`config.mk`:
```
export PLATFORM = sky130hd
export DESIGN_NAME = aq_gemac_arp_seq_flat
export DESIGN_NICKNAME = d
export VERILOG_FILES = /design/src/rtl/aq_gemac_arp_seq_if.sv /design/src/rtl/aq_gemac_arp_seq.sv /design/src/flat_wrapper.sv
export SDC_FILE = /design/constraint.sdc
export NUM_CORES = 1
export LEC_CHECK = 0
export ABC_CLOCK_PERIOD_IN_PS = 3900
export BUFFER_PORTS_ARGS = -buffer_cell sky130_fd_sc_hd__buf_2
export CORE_MARGIN = 1.5
export CORE_UTILIZATION = 35
export CTS_BUF_LIST = sky130_fd_sc_hd__clkbuf_4 sky130_fd_sc_hd__clkbuf_8
export DETAILED_ROUTE_END_ITERATION = 6
export PLACE_DENSITY = 0.6
export SYNTH_ARGS = -nofsm -noshare
export SYNTH_HDL_FRONTEND = slang
export SYNTH_SLANG_ARGS = --single-unit
```
`constraint.sdc`:
```
create_clock -name CLK -period 3.9 [get_ports CLK]
set_clock_uncertainty 0.2 [all_clocks]
set_input_delay 0.39 -clock CLK [delete_from_list [all_inputs] [get_ports CLK]]
set_output_delay 0.39 -clock CLK [all_outputs]
set_load 0.02 [all_outputs]
```
`src/rtl/aq_gemac_arp_seq_if.sv`:
```
// ----------------------------------------------------------------------------
// aq_gemac_arp_seq_if
//  Signal bundle between the ARP-resolution sequencer and its surroundings
//  (ipctrl ARP cache port on one side, udp_loop peer inputs on the other).
//
//  Signals
//   ENABLE        1   run sequencer; 0 returns it to IDLE
//   ARPC_VALID    1   ipctrl cache holds a valid entry for the peer IP
//   ARPC_ENABLE   1   ipctrl accepted the request (level or pulse)
//   PEER_MAC_IN   48  ipctrl PEER_MAC_ADDRESS
//   ARPC_REQUEST  1   request to the ipctrl ARP cache
//   PEER_ENABLE   1   peer bound; to udp_loop UDP_PEER_ENABLE
//   PEER_MAC      48  latched peer MAC; to udp_loop UDP_PEER_MAC_ADDRESS
//   ARP_FAIL      1   sticky failure flag
//   RETRY_COUNT   4   timeouts in the current resolution
//   STATE         3   sequencer state code for debug/ILA
//
//  Modports
//   master  side that controls the sequencer and consumes its results
//   slave   the sequencer itself
// ----------------------------------------------------------------------------
interface aq_gemac_arp_seq_if;
    logic        ENABLE;
    logic        ARPC_VALID;
    logic        ARPC_ENABLE;
    logic [47:0] PEER_MAC_IN;
    logic        ARPC_REQUEST;
    logic        PEER_ENABLE;
    logic [47:0] PEER_MAC;
    logic        ARP_FAIL;
    logic [3:0]  RETRY_COUNT;
    logic [2:0]  STATE;

    modport master (
        output ENABLE,
        output ARPC_VALID,
        output ARPC_ENABLE,
        output PEER_MAC_IN,
        input  ARPC_REQUEST,
        input  PEER_ENABLE,
        input  PEER_MAC,
        input  ARP_FAIL,
        input  RETRY_COUNT,
        input  STATE
    );

    modport slave (
        input  ENABLE,
        input  ARPC_VALID,
        input  ARPC_ENABLE,
        input  PEER_MAC_IN,
        output ARPC_REQUEST,
        output PEER_ENABLE,
        output PEER_MAC,
        output ARP_FAIL,
        output RETRY_COUNT,
        output STATE
    );
endinterface

```
`src/rtl/aq_gemac_arp_seq.sv`:
```
// ----------------------------------------------------------------------------
// aq_gemac_arp_seq
//  ARP-resolution sequencer between the ipctrl ARP cache port and udp_loop.
//  Requests resolution of the peer IP, retries on timeout up to MAX_RETRY
//  attempts, latches the resolved peer MAC and drives the UDP client's
//  peer-enable / peer-MAC inputs. Optionally re-resolves periodically while
//  bound (REFRESH_CYCLES != 0).
//
//  Parameters
//   RETRY_CYCLES    cycles allowed per attempt (REQ+WAIT) before a retry
//   MAX_RETRY       attempts before FAIL, 1..15
//   REFRESH_CYCLES  cycles in BOUND before re-request; 0 disables refresh
//
//  Ports
//   CLK   system clock
//   RST   asynchronous active-high reset
//   bus   aq_gemac_arp_seq_if.slave (ENABLE, ARPC_*, PEER_*, ARP_FAIL,
//         RETRY_COUNT, STATE); all outputs come straight from flops
//
//  State codes: IDLE=0, CHECK=1, REQ=2, WAIT=3, BOUND=4, FAIL=5.
// ----------------------------------------------------------------------------
module aq_gemac_arp_seq #(
    parameter logic [31:0] RETRY_CYCLES   = 32'd100_000_000,
    parameter logic [3:0]  MAX_RETRY      = 4'd8,
    parameter logic [31:0] REFRESH_CYCLES = 32'd0
) (
    input logic               CLK,
    input logic               RST,
    aq_gemac_arp_seq_if.slave bus
);

    typedef enum logic [2:0] {
        StIdle  = 3'd0,
        StCheck = 3'd1,
        StReq   = 3'd2,
        StWait  = 3'd3,
        StBound = 3'd4,
        StFail  = 3'd5
    } state_e;

    localparam logic [31:0] RetryLast   = RETRY_CYCLES - 32'd1;
    localparam logic [31:0] RefreshLast = REFRESH_CYCLES - 32'd1;
    localparam logic        RefreshOn   = (REFRESH_CYCLES != 32'd0);

    state_e      state_q, state_d;
    logic [31:0] timer_q, timer_d;
    logic [3:0]  retry_q, retry_d;
    logic        req_q, req_d;
    logic        peer_en_q, peer_en_d;
    logic [47:0] peer_mac_q, peer_mac_d;
    logic        fail_q, fail_d;

    logic [31:0] timer_inc;
    logic [3:0]  retry_inc;
    logic        timeout;
    logic        refresh_due;

    // Saturating count: the timer is cleared on every entry that uses it,
    // but BOUND with refresh disabled would otherwise wrap after 2^32 cycles.
    assign timer_inc   = (timer_q == 32'hFFFF_FFFF) ? timer_q : timer_q + 32'd1;
    assign retry_inc   = retry_q + 4'd1;
    assign timeout     = (timer_q == RetryLast);
    assign refresh_due = RefreshOn && (timer_q == RefreshLast);

    // ------------------------------------------------------------------------
    // Next-state and registered-output logic
    // ------------------------------------------------------------------------
    always_comb begin
        state_d    = state_q;
        timer_d    = timer_q;
        retry_d    = retry_q;
        req_d      = req_q;
        peer_en_d  = peer_en_q;
        peer_mac_d = peer_mac_q;
        fail_d     = fail_q;

        if (!bus.ENABLE) begin
            state_d    = StIdle;
            timer_d    = 32'd0;
            retry_d    = 4'd0;
            req_d      = 1'b0;
            peer_en_d  = 1'b0;
            peer_mac_d = 48'd0;
            fail_d     = 1'b0;
        end else begin
            unique case (state_q)
                StIdle: begin
                    state_d = StCheck;
                end

                StCheck: begin
                    if (bus.ARPC_VALID) begin
                        state_d    = StBound;
                        peer_mac_d = bus.PEER_MAC_IN;
                        peer_en_d  = 1'b1;
                        retry_d    = 4'd0;
                        timer_d    = 32'd0;
                    end else begin
                        state_d = StReq;
                        timer_d = 32'd0;
                        req_d   = 1'b1;
                    end
                end

                StReq, StWait: begin
                    // A valid cache entry beats a coincident timeout.
                    if (bus.ARPC_VALID) begin
                        state_d    = StBound;
                        peer_mac_d = bus.PEER_MAC_IN;
                        peer_en_d  = 1'b1;
                        retry_d    = 4'd0;
                        timer_d    = 32'd0;
                        req_d      = 1'b0;
                    end else if (timeout) begin
                        if (retry_inc == MAX_RETRY) begin
                            state_d   = StFail;
                            req_d     = 1'b0;
                            peer_en_d = 1'b0;
                            fail_d    = 1'b1;
                        end else begin
                            state_d = StReq;
                            retry_d = retry_inc;
                            timer_d = 32'd0;
                            req_d   = 1'b1;
                        end
                    end else begin
                        timer_d = timer_inc;
                        if ((state_q == StReq) && bus.ARPC_ENABLE) begin
                            state_d = StWait;
                            req_d   = 1'b0;
                        end
                    end
                end

                StBound: begin
                    if (!bus.ARPC_VALID) begin
                        // Cache entry invalidated: stop the client, re-check.
                        state_d   = StCheck;
                        peer_en_d = 1'b0;
                        timer_d   = 32'd0;
                    end else if (refresh_due) begin
                        // Refresh keeps the current binding live; PEER_MAC
                        // is only replaced on the next BOUND entry.
                        state_d = StReq;
                        timer_d = 32'd0;
                        req_d   = 1'b1;
                    end else begin
                        timer_d = timer_inc;
                    end
                end

                StFail: begin
                    // Sticky until ENABLE drops.
                    state_d = StFail;
                end

                default: begin
                    state_d    = StIdle;
                    timer_d    = 32'd0;
                    retry_d    = 4'd0;
                    req_d      = 1'b0;
                    peer_en_d  = 1'b0;
                    peer_mac_d = 48'd0;
                    fail_d     = 1'b0;
                end
            endcase
        end
    end

    // ------------------------------------------------------------------------
    // State register
    // ------------------------------------------------------------------------
    always_ff @(posedge CLK or posedge RST) begin
        if (RST) begin
            state_q    <= StIdle;
            timer_q    <= 32'd0;
            retry_q    <= 4'd0;
            req_q      <= 1'b0;
            peer_en_q  <= 1'b0;
            peer_mac_q <= 48'd0;
            fail_q     <= 1'b0;
        end else begin
            state_q    <= state_d;
            timer_q    <= timer_d;
            retry_q    <= retry_d;
            req_q      <= req_d;
            peer_en_q  <= peer_en_d;
            peer_mac_q <= peer_mac_d;
            fail_q     <= fail_d;
        end
    end

    assign bus.ARPC_REQUEST = req_q;
    assign bus.PEER_ENABLE  = peer_en_q;
    assign bus.PEER_MAC     = peer_mac_q;
    assign bus.ARP_FAIL     = fail_q;
    assign bus.RETRY_COUNT  = retry_q;
    assign bus.STATE        = state_q;

endmodule

```
`src/flat_wrapper.sv`:
```
// flat-port wrapper written by rule: the top's interface ports become plain ports
module aq_gemac_arp_seq_flat 
#(
    parameter logic [31:0] RETRY_CYCLES   = 32'd100_000_000,
    parameter logic [3:0]  MAX_RETRY      = 4'd8,
    parameter logic [31:0] REFRESH_CYCLES = 32'd0
)
  (CLK, RST, bus_ENABLE, bus_ARPC_VALID, bus_ARPC_ENABLE, bus_PEER_MAC_IN, bus_ARPC_REQUEST, bus_PEER_ENABLE, bus_PEER_MAC, bus_ARP_FAIL, bus_RETRY_COUNT, bus_STATE);
  aq_gemac_arp_seq_if bus_i ();
  input logic CLK;
  input logic RST;
  input wire logic [$bits(bus_i.ENABLE)-1:0] bus_ENABLE;
  input wire logic [$bits(bus_i.ARPC_VALID)-1:0] bus_ARPC_VALID;
  input wire logic [$bits(bus_i.ARPC_ENABLE)-1:0] bus_ARPC_ENABLE;
  input wire logic [$bits(bus_i.PEER_MAC_IN)-1:0] bus_PEER_MAC_IN;
  output wire logic [$bits(bus_i.ARPC_REQUEST)-1:0] bus_ARPC_REQUEST;
  output wire logic [$bits(bus_i.PEER_ENABLE)-1:0] bus_PEER_ENABLE;
  output wire logic [$bits(bus_i.PEER_MAC)-1:0] bus_PEER_MAC;
  output wire logic [$bits(bus_i.ARP_FAIL)-1:0] bus_ARP_FAIL;
  output wire logic [$bits(bus_i.RETRY_COUNT)-1:0] bus_RETRY_COUNT;
  output wire logic [$bits(bus_i.STATE)-1:0] bus_STATE;
  assign bus_i.ENABLE = bus_ENABLE;
  assign bus_i.ARPC_VALID = bus_ARPC_VALID;
  assign bus_i.ARPC_ENABLE = bus_ARPC_ENABLE;
  assign bus_i.PEER_MAC_IN = bus_PEER_MAC_IN;
  assign bus_ARPC_REQUEST = bus_i.ARPC_REQUEST;
  assign bus_PEER_ENABLE = bus_i.PEER_ENABLE;
  assign bus_PEER_MAC = bus_i.PEER_MAC;
  assign bus_ARP_FAIL = bus_i.ARP_FAIL;
  assign bus_RETRY_COUNT = bus_i.RETRY_COUNT;
  assign bus_STATE = bus_i.STATE;
  aq_gemac_arp_seq #(.RETRY_CYCLES(RETRY_CYCLES), .MAX_RETRY(MAX_RETRY), .REFRESH_CYCLES(REFRESH_CYCLES)) u_core (.CLK(CLK), .RST(RST), .bus(bus_i));
endmodule
```
# Yosys cells after proc, flatten, opt, wreduce, memory -nomap -nowiden
# Index checks and enable logic that the tools add are counted.
[op_classes]
n_addsub = 2
mux = 43
n_eq_ne = 23
n_reduce_logical = 14
[ops]
columns = ["cell", "n"]
rows = [
  ["$mux W32", 6],
  ["$mux W48", 2],
  ["$pmux W32 S3", 1],
  ["$pmux W48 S2", 1],
  ["$add A32 B1 Y32 const B", 1],
  ["$eq A32 B27 Y1 const B", 1],
  ["$eq A32 B32 Y1 const B", 1],
  ["$mux W3", 7],
  ["$mux W4", 5],
  ["$mux W1", 16],
  ["$pmux W3 S5", 1],
  ["$ne A3 B3 Y1 const B", 4],
  ["$pmux W4 S3", 1],
  ["$ne A3 B2 Y1 const B", 3],
  ["$ne A4 B3 Y1 const B", 2],
  ["$reduce_and A4 Y1", 2],
  ["$eq A3 B2 Y1 const B", 2],
  ["$eq A3 B3 Y1 const B", 2],
  ["$ne A2 B2 Y1 const B", 3],
  ["$reduce_and A2 Y1", 3],
  ["$reduce_or A3 Y1", 2],
  ["$ne A5 B3 Y1 const B", 1],
  ["$ne A5 B5 Y1 const B", 1],
  ["$reduce_and A5 Y1", 1],
  ["12 further kinds", 13],
]
[totals]
reg_bits = 90
in_bits = 53
elab_cells = 89
out_inout_bits = 58

# Logic depth before layout (Yosys ltp)
[depth]
depth_word = 7
mapped_depth = 10
ltp_nobuf = 7

# Worst setup path after synthesis
# Ideal clock, no wire load.
[synth_path]
path_kind = "reg2reg"
from = "register u_core.timer_q[0]"
to = "register u_core.peer_en_q, in the netlist u_core.bus.PEER_ENABLE"
setup_time_ps = 77
n_path_buf = 1
arrival_time_ps = 2127
period_less_slack_ps = 2405
stages_incl_launch_ff = 9
required_ps = 3623
setup_slack_ps = 1495
path_cell_list = "dfrtp_1 > ha_1 > and4_1 > buf_4 > nand2_2 > or4_4 > nor2_1 > mux2_2 > a21oi_1"
[synth_between]
elab_chain_len = 3
[synth_rtl]
columns = ["element", "line", "rtl"]
rows = [
  ["start, declared", "aq_gemac_arp_seq.sv:46", "logic [31:0] timer_q, timer_d;"],
  ["start signal, assigned", "aq_gemac_arp_seq.sv:184", "timer_q <= timer_d;"],
  ["$eq A32 B27 Y1", "aq_gemac_arp_seq.sv:62", "assign timeout = (timer_q == RetryLast);"],
  ["$ne A4 B3 Y1 (no line)", "n/a", ""],
  ["$reduce_and A5 Y1 (no line)", "n/a", ""],
  ["end signal, assigned", "aq_gemac_arp_seq.sv:187", "peer_en_q <= peer_en_d;"],
  ["end, declared", "aq_gemac_arp_seq.sv:49", "logic peer_en_q, peer_en_d;"],
]
# No other way between the ends.
# A chain may end at the register's enable or synchronous reset.

# Worst setup path after layout
[layout_path]
from = "register u_core.timer_q[12]"
to = "register u_core.peer_en_q, in the netlist u_core.bus.PEER_ENABLE"
# The elaborated chain is that of the path after synthesis.

==> reports/summary.log <==
qor: worst_setup_path.cp_slowest_cell sky130_fd_sc_hd__nor4b_1
qor: global_route.gr-usage-all-layers 19.0%
qor: logic_synthesis.yosys_warnings 0
qor: worst_setup_path.worst_ep_arrival_time 2.90 ns
qor: worst_setup_path.worstSetupEndpointType register
qor: logic_synthesis.post-synth-top-count-cell sky130_fd_sc_hd__nand2_1
qor: logic_synthesis.synth_enable_flop_cells 0
qor: placed_design.numPlacedInstances 801
qor: finish.layout_cell_share_with_drive_strength_beyond_1 22.6%
qor: status.status complete, no violations
qor: detailed_routing.ant_nets 0
qor: worst_setup_path.worstPathBufferInverterCount 0
qor: timing.maxSlewHeadroom 19.4%
qor: logic_synthesis.synth-async-reset-ratio 100%
qor: detailed_routing.routed_via_density 5.18
qor: timing.worst_pin_slew 1.20 ns
qor: clock_tree.clock_latency 0.39 ns
qor: timing.hold_viol_final 0
qor: power_and_ir_drop.irDropWorstVdd 0.260 mV
qor: global_route.grt.overflow.total 0
qor: clock_tree.numCtsBuffers 9
qor: worst_setup_path.path_cells nor4b_1 -> nand3_1 -> or4_4 -> nor2_1 -> mux2_2 -> a21oi_1
qor: worst_setup_path.cpLargestDelayFamily simple AND/OR/NAND/NOR gates
qor: logic_synthesis.synth_cells 541
qor: logic_synthesis.post_synth_main_area_contributors sky130_fd_sc_hd__dfrtp_1 (49%), sky130_fd_sc_hd__nand2_1 (9.9%), sky130_fd_sc_hd__nand3_1 (8.4%), sky130_fd_sc_hd__a21oi_1 (3.6%), sky130_fd_sc_hd__clkbuf_1 (1.9%)
qor: die.die-area 13900 µm²
qor: global_route.first_global_vias 4338
qor: clock_tree.number_of_buffers_on_the_longest_clock_path 2
qor: clock_tree.cts-htree-levels 3
qor: finish.antenna_cells_inserted 0
qor: detailed_routing.wl 12600 µm
qor: timing.worst_hold_slack 0.0206 ns
qor: worst_hold_path.class_of_the_most_critical_hold_timing_path in2reg
qor: timing.rsz0062_at_grt no
qor: timing.clock.fmax 0.359 GHz
qor: timing.timing.final.setup_violations 0
qor: logic_synthesis.post-synth-top-area-fraction 48.7%
qor: logic_synthesis.postSynthRegisterBits 90
qor: global_route.pin_count_of_the_biggest_net_entering_global_routing 49
qor: detailed_routing.detailedRoute.firstIterationViolations 295
qor: finish.final_cell_count_without_fillers 854
qor: detailed_routing.wire_per_inst 14.7 µm
qor: worst_setup_path.slowest_delay 0.60 ns
qor: clock_tree.clock-root-buffer sky130_fd_sc_hd__clkbuf_8
qor: placed_design.hpwl 8470 µm
qor: finish.area.growth.synth_to_final 27.4%
qor: logic_synthesis.synth_cell_type_count 54
qor: placed_design.routabilityCongestion 0.834
qor: global_route.grt_antenna_before_repair 0
qor: logic_synthesis.synth-seq-area-share 48.7%
qor: power_and_ir_drop.power.density_cell_area 353 nW/µm²
qor: worst_setup_path.worstSetupStartpointType register
qor: clock_tree.worst_setup_hold_path_clk_slew 0.10 ns
qor: finish.footprint_of_the_multi_input_gates 2150 µm²
qor: clock_tree.cts_num_sinks 90
qor: timing.min_period_over_period 71.5%
qor: clock_tree.tritoncts built
qor: die.ioPinCount 111
qor: flow_run.max-cap-violations 0
qor: timing.finalCriticalPeriod 2.79 ns
qor: logic_synthesis.post-synth-top-area-cell sky130_fd_sc_hd__dfrtp_1
qor: timing.timing.final.max_slew_violations 0
qor: die.initial_utilization 36.2%
qor: finish.design_area 5890 µm²
qor: logic_synthesis.synthFlopType sky130_fd_sc_hd__dfrtp_1
qor: placed_design.numPortBuffers 110
qor: detailed_routing.routed-via-count 4421
qor: worst_setup_path.highest_net_fanout_along_the_worst_path 6
qor: die.floorplan.die.width 118 µm
qor: logic_synthesis.synth_top_cells_by_count sky130_fd_sc_hd__nand2_1 (122), sky130_fd_sc_hd__dfrtp_1 (90), sky130_fd_sc_hd__nand3_1 (78)
qor: power_and_ir_drop.cellLeakagePower 0.00291 µW
qor: logic_synthesis.average_cell_area_after_synthesis 8.55 µm²
qor: timing.timing.setup.tns 0 ns
qor: worst_setup_path.worstPathRequired 4.01 ns
qor: finish.register_area 2250 µm²
qor: worst_setup_path.worstSetupPathType reg2reg
qor: clock_tree.cts_setup_buffers 0
qor: placed_design.post_dp_cell_area 5330 µm²
qor: logic_synthesis.synth_fp_nets 597
qor: logic_synthesis.synth.cell_area 4620 µm²
qor: finish.num-nets-final 733
qor: detailed_routing.drcViolationCount 0
qor: detailed_routing.detail_route.first_pass.iterations 5
qor: finish.nFillCells 1252
qor: die.die_height 118 µm
qor: global_route.wire_length_of_the_first_global_routing_pass 21600 µm
qor: die.placeableCoreArea 12800 µm²
qor: die.rows 41
## cells by family after synthesis
| kind of cell | Yosys count | share of synthesized area (%) |
|---|---|---|
| AOI/OAI and AO/OA | 99 | 13.2 |
| adders and majority gates | 3 | 0.812 |
| DFF | 90 | 48.7 |
| buffers and inverters | 54 | 5.11 |
| and+or+nand+nor | 287 | 30.5 |
| xor gates and xnor gates | 2 | 0.379 |
| muxes | 6 | 1.33 |
## stage by stage
step	util [%]	worst slack, ns	total power [µW]
detailed placement	41.7	1.16	1430
floorplan	-	0.975	1300
CTS	46.1	1.14	2110
global placement	41.7	1.19	1420
finish	46.1	1.11	2080
global route	46.1	0.946	2200
## path summary, 6_finish.rpt
check                                         from                   endpoint  slack (ns)  cells past startpoint
max in group asynchronous                      RST  u_core.bus.RETRY_COUNT[3]        2.35                      4
min                            bus_PEER_MAC_IN[19]    u_core.bus.PEER_MAC[19]        0.02                      3
min reg2reg                u_core.bus.PEER_MAC[35]    u_core.bus.PEER_MAC[35]        0.27                      2
max                             u_core.timer_q[12]     u_core.bus.PEER_ENABLE        1.11                      6
max reg2reg                     u_core.timer_q[12]     u_core.bus.PEER_ENABLE        1.11                      6
min in group asynchronous                      RST     u_core.bus.PEER_MAC[6]        0.32                      3
## what timing repair did
action,CTS,global route
resized for setup,0,0
hold buffers,37,0
hold endpoints to repair,60,0
endpoints found under the setup margin,0,0
## sequential cells by signal, summed over array words and instances (netlist names)
signal and count:
u_core.bus.PEER_ENABLE 1, u_core.timer_q 32, u_core.bus.STATE 3, u_core.bus.PEER_MAC 48, u_core.bus.ARPC_REQUEST 1, u_core.bus.ARP_FAIL 1, u_core.bus.RETRY_COUNT 4
## area by class of cell
| class | instances | share of cell area, % |
|---|---|---|
| tap | 172 | 3.65 |
| sequential | 90 | 38.2 |
| multi-input combinational | 397 | 36.5 |
| clock buffer | 9 | 2.10 |
| inverter | 21 | 1.36 |
| timing repair buffer | 158 | 17.0 |
| clock inverter | 7 | 1.17 |
## routing by layer
layer	GRT usage, %	vias up	routed length (µm)
met5	0	-	0
met4	5.56	0	180
met3	5.52	15	688
met2	30.1	122	5910
met1	25.2	2112	5770
li1	-	2172	-
## cell usage in the layout (no fill, tap or decap), types with 2 or more instances in the layout
master and count:
sky130_fd_sc_hd__a21o_1 2, sky130_fd_sc_hd__a21oi_1 33, sky130_fd_sc_hd__a22oi_1 4, sky130_fd_sc_hd__a31oi_1 7
sky130_fd_sc_hd__and2_1 4, sky130_fd_sc_hd__and3_1 10, sky130_fd_sc_hd__and4_1 7, sky130_fd_sc_hd__buf_2 110
sky130_fd_sc_hd__buf_4 11, sky130_fd_sc_hd__clkbuf_8 9, sky130_fd_sc_hd__clkinvlp_4 2, sky130_fd_sc_hd__dfrtp_1 90
sky130_fd_sc_hd__dlygate4sd3_1 37, sky130_fd_sc_hd__ha_1 3, sky130_fd_sc_hd__inv_1 20, sky130_fd_sc_hd__inv_6 3
sky130_fd_sc_hd__mux2i_1 5, sky130_fd_sc_hd__nand2_1 122, sky130_fd_sc_hd__nand2b_1 3, sky130_fd_sc_hd__nand3_1 78
sky130_fd_sc_hd__nand4_1 9, sky130_fd_sc_hd__nor2_1 13, sky130_fd_sc_hd__nor2_2 2, sky130_fd_sc_hd__nor2b_1 2
sky130_fd_sc_hd__nor3_1 6, sky130_fd_sc_hd__nor3b_1 2, sky130_fd_sc_hd__nor4_1 4, sky130_fd_sc_hd__nor4b_1 2
sky130_fd_sc_hd__nor4b_2 2, sky130_fd_sc_hd__o21a_1 2, sky130_fd_sc_hd__o21ai_0 15, sky130_fd_sc_hd__o21ai_1 17
sky130_fd_sc_hd__o22a_1 2, sky130_fd_sc_hd__o22ai_1 2, sky130_fd_sc_hd__o22ai_2 3, sky130_fd_sc_hd__or2_2 3
sky130_fd_sc_hd__or3_1 11, sky130_fd_sc_hd__or4_1 3, sky130_fd_sc_hd__xor2_1 2
## where the power goes
part / leakage [µW] / internal [µW] / switching, µW
clock network: 0.0000915 / 248 / 389
logic: 0.00158 / 146 / 268
registers: 0.00124 / 988 / 40.4
## tightest hold or removal path, delay by kind of cell
kind	cells	cell delay, ns
buf+inv	1	0.08
simple gates	2	0.11
No activity file was read; power rests on OpenSTA's default activity.
